--- config.mk ---
export PLATFORM = sky130hd
export DESIGN_NAME = vector_execute_sequencer
export DESIGN_NICKNAME = d
export VERILOG_FILES = /design/src/rtl/vector_execute_sequencer.sv
export SDC_FILE = /design/constraint.sdc
export NUM_CORES = 1
export LEC_CHECK = 0
export CORE_MARGIN = 5
export CORE_UTILIZATION = 40
export CTS_CLUSTER_SIZE = 8
export DETAILED_ROUTE_END_ITERATION = 7
export GPL_TIMING_DRIVEN = 0
export HOLD_SLACK_MARGIN = 0.05
export PLACE_DENSITY = 0.7
export SLEW_MARGIN = 5
export SYNTH_ARGS = -nofsm -noshare
export SYNTH_HDL_FRONTEND = slang
export SYNTH_SLANG_ARGS = --single-unit
--- constraint.sdc ---
create_clock -name clk -period 2 [get_ports clk]
set_input_delay 0.4 -clock clk [delete_from_list [all_inputs] [get_ports clk]]
set_output_delay 0.4 -clock clk [all_outputs]
set_load 0.02 [all_outputs]
--- src/rtl/vector_execute_sequencer.sv ---
// vector_execute_sequencer: multi-beat vector command issue with a 1-cycle read-to-writeback pipe and whole-command N/Z flags
module vector_execute_sequencer #(
  parameter int ADDR_W = 8,
  parameter int LEN_W  = 8,
  parameter int LANES  = 4
) (
  input  logic              clk,
  input  logic              reset,
  input  logic              cmd_valid,
  output logic              cmd_ready,
  input  logic [2:0]        cmd_op,
  input  logic [ADDR_W-1:0] cmd_src1,
  input  logic [ADDR_W-1:0] cmd_src2,
  input  logic [ADDR_W-1:0] cmd_dst,
  input  logic [LEN_W-1:0]  cmd_len,
  input  logic              cmd_flags,
  input  logic              stall,
  output logic              rd_en,
  output logic [ADDR_W-1:0] rd_addr1,
  output logic [ADDR_W-1:0] rd_addr2,
  output logic [2:0]        ExecuteOp,
  output logic              wr_en,
  output logic [ADDR_W-1:0] wr_addr,
  input  logic [LANES-1:0]  lane_neg,
  input  logic [LANES-1:0]  lane_zero,
  output logic              flag_n,
  output logic              flag_z,
  output logic              busy,
  output logic              done
);
  typedef enum logic [1:0] {IDLE, ISSUE, DRAIN, DONE} state_t;
  state_t state, state_nx;
  logic [2:0] op;
  logic [ADDR_W-1:0] src1, src2, dst, wa;
  logic [LEN_W-1:0] len, beat;
  logic flg, wv, acc_n, acc_z, accept;
  always_ff @(posedge clk)
    if (reset) state <= IDLE;
    else state <= state_nx;
  always_comb begin
    state_nx = state;
    case (state)
      IDLE:    state_nx = accept ? (cmd_len != '0 ? ISSUE : DONE) : IDLE;
      ISSUE:   state_nx = (!stall && beat == len - LEN_W'(1)) ? DRAIN : ISSUE;
      DRAIN:   state_nx = stall ? DRAIN : DONE;
      default: state_nx = IDLE;
    endcase
  end
  always_comb begin
    cmd_ready = state == IDLE;
    busy      = state != IDLE;
    accept    = cmd_valid && cmd_ready;
    rd_en     = state == ISSUE && !stall;
    wr_en     = wv && !stall;
    done      = state == DONE;
    rd_addr1  = src1 + ADDR_W'(beat);
    rd_addr2  = src2 + ADDR_W'(beat);
    wr_addr   = wa;
    ExecuteOp = op;
  end
  // wv/wa form the write stage: the beat read this cycle is written back next cycle
  always_ff @(posedge clk)
    if (reset) begin
      op <= '0;
      src1 <= '0;
      src2 <= '0;
      dst <= '0;
      len <= '0;
      beat <= '0;
      wa <= '0;
      flg <= 1'b0;
      wv <= 1'b0;
      acc_n <= 1'b0;
      acc_z <= 1'b0;
      flag_n <= 1'b0;
      flag_z <= 1'b0;
    end else begin
      if (accept) begin
        op <= cmd_op;
        src1 <= cmd_src1;
        src2 <= cmd_src2;
        dst <= cmd_dst;
        len <= cmd_len;
        beat <= '0;
        flg <= cmd_flags;
        wv <= 1'b0;
        if (cmd_flags) begin
          acc_n <= 1'b0;
          acc_z <= 1'b1;
        end
      end
      if (rd_en) begin
        beat <= beat + LEN_W'(1);
        wv <= 1'b1;
        wa <= dst + ADDR_W'(beat);
      end else if (state == DRAIN && !stall) wv <= 1'b0;
      if (wr_en && flg) begin
        acc_n <= acc_n | (|lane_neg);
        acc_z <= acc_z & (&lane_zero);
      end
      if (done && flg) begin
        flag_n <= acc_n;
        flag_z <= acc_z;
      end
    end
endmodule

==> qor.yml <==
drc: 0
min_path_type: "register to register"
yosysWarningCount: 0
cp-start-kind: "register"
die_y_microns: 100.9
cts_hold_buf: 0
synth_seq_cells: 59
rrSetupSlack_ns: -0.13
cellPowerDensity_nw_per_um2: 604.2
grt_pass1_vias: 3218
final_antenna_net_count: 0
worstReg2RegStart: "beat[0]"
drv_slew: 0
pin_count: 82
setup-violations-final: 14
rsz0062_at_grt: "yes"
ir_drop_v: 0.0002902
final_cell_mix: "nand2_1, clkdlybuf4s50_1, a21oi_1"
cts_tree: "done"
p_leak_nw: 1.945
areaGrowthSynthToFinish_pct: 44.32
hold_depth: 2
maxCapViolCount: 0
overflow: 0
timing.final.crit_share_pct: 122.4
critical_path_required_ns: 1.60
synthDistinctLibCells: 49
min_to: "wr_addr[3]"
outcome: "finished, violations left"
diodes: 0
worstPathArrival_ns: 2.05
core_sq_um: 8134
grt_usage_pct: 18.39
die_w_microns: 100.9
gp_congestion: 0.7861
synth_edf_count: 0
first_pass_iters: 4
r2r_end: "wr_addr[6]"
io_buffers: 81
grt_max_degree: 11
clkSinkCount: 59
synth.avg_cell_area_sq_um: 7.865
num_rows: 33
root_buffer: "clkbuf_8"
routed_wl_mm: 9.244
violations: "negative setup slack"
layout.cells.most_common: "nand2_1"
synth_sequential_area_ratio_pct: 35.76
grt_antenna_before_repair: 0
htreeDepth: 3
first_iter_violations: 149
wire_per_inst_microns: 14.56
finish.utilization_pct: 58.61
cp_slowest_cell: "dfxtp_4"
cp.depth: 10
fin_nets: 599
end_kind: "primary output"
numPlacedInstances: 606
synth_fp_nets: 494
path_delay_family: "adder cells"
crit_type: "register to primary output"
fin_skew_ns: 0.007013
final_cells: 635
critPathMaxFanout: 3
fmax_ghz: 0.4084
slew_headroom_pct: 63.87
holdWs_ns: 0.4535
cts_made_buffers: 9
worst_r2r_path_depth: 11
finalHoldViolCount: 0
die_area_sq_um: 10180
finalCriticalPeriod_ns: 2.449
grt_pass1_wl_mm: 14.89
vias_per_cell: 5.104
path_clk_slew_ns: 0.06
netlist_area_sq_um: 3303
cp_slowest_stage_delay_ns: 0.38
syn_inst: 420
crit_buf_inv: 2
crit_chain: "ha_4 > inv_2 > fa_2 > nor2b_1 > o21ai_1 > nand2b_1 > a21o_1 > a21oi_2 > xnor2_2 > buf_4"
initial_core_util_pct: 40.61
hpwl_mm: 6.814
via_count: 3241
setup_slack_ns: -0.4486
cts_buffer_depth: 2
synthFlopType: "dfxtp_1"
worst_pin_slew_ns: 0.5420
hold_start: "wr_addr[3]"
clk_latency_ns: 0.34
drive_gt1_share_pct: 19.62
synthArstFlopShare_pct: 0
==> registers in the layout, summed over array words and instances (netlist names), 2 cells and up <==
register / flops
len: 8
ExecuteOp: 3
src2: 8
src1: 8
beat: 8
dst: 8
state: 2
wr_addr: 8
==> layout make-up <==
class | instances | area, sq um
well taps | 105 | 131.4
plain buffers | 21 | 106.4
inverters | 19 | 77.57
fillers | 723 | 3367
multi-input cells | 320 | 2171
repair buffers | 95 | 898.4
clock buffers | 14 | 162.7
flip-flops and latches | 59 | 1210
clock inverters | 2 | 10.01
==> per-layer routing <==
layer | GRT usage (%) | vias to the layer above | part of all wire [%]
li1 | - | 1649 | -
met1 | 22.23 | 1492 | 43
met5 | 0 | - | 0
met4 | 6.943 | 0 | 0.89
met2 | 31.44 | 90 | 50
met3 | 4.429 | 10 | 6.6
==> metrics by stage <==
step / power [mW] / setup TNS (ns) / cell area, sq um / setup slack (ns)
5_1_grt: 3.022 / -4.580 / 4767 / -0.5497
2_1_floorplan: 1.640 / -0.06781 / 3373 / -0.04210
6_report: 2.880 / -3.256 / 4767 / -0.4486
3_5_place_dp: 1.899 / -20.43 / 4315 / -0.7711
4_1_cts: 2.890 / -3.332 / 4679 / -0.4640
3_3_place_gp: 1.882 / -18.26 / 4315 / -0.7713
==> cell families (layout without fill, tap and decap cells) <==
kind of cell | after synthesis | in the layout | synth area share [%]
AO/OA/AOI/OAI | 93 | 93 | 16.40
XOR/XNOR | 27 | 27 | 7.387
adder cells (fa/ha/maj) | 26 | 26 | 10.53
buffers and inverters | 41 | 151 | 5.113
flip-flops | 59 | 59 | 35.76
multiplexers | 7 | 7 | 2.311
AND/OR/NAND/NOR | 167 | 167 | 22.50
==> worst max path at each step <==
stage             endpoint  slack [ns]     from
4_1_cts        rd_addr2[7]       -0.46  beat[1]
5_1_grt        rd_addr2[6]       -0.55  beat[0]
2_1_floorplan  rd_addr1[6]       -0.04  beat[0]
3_3_place_gp         rd_en       -0.77    stall
6_report       rd_addr2[6]       -0.45  beat[0]
3_5_place_dp         rd_en       -0.77    stall
==> where the power goes <==
group | total (mW) | switching [mW] | internal (mW) | leakage, nW
Clock | 0.971 | 0.456 | 0.515 | 0.0905
Sequential | 1.29 | 0.0520 | 1.24 | 0.490
Combinational | 0.622 | 0.321 | 0.301 | 1.37
==> synthesized netlist by cell type (6+ instances only) <==
cell type,count,area (sq um)
a21oi_1,55,275.3
dfxtp_1,59,1181
nor2_1,32,120.1
ha_1,23,287.8
nor3_1,6,30.03
inv_1,18,67.56
clkbuf_1,15,56.30
xor2_1,8,70.07
nand3_1,6,30.03
xnor2_1,18,157.7
nand2_1,93,349.1
o21ai_0,8,40.04
==> repair_timing <==
action | 4_1_cts | 5_1_grt
resized for setup | 127 | 20
setup buffers | 10 | 5
gates cloned | 0 | 0
setup endpoints to repair | 30 | 47
pin swaps | 22 | 10
==> tightest hold or removal path, stage by stage, from the launching register on <==
cell	delay [ns]
dfxtp_1	0.31
nand2_1	0.05
a21oi_1	0.05
Power figures use the tool's default switching activity.
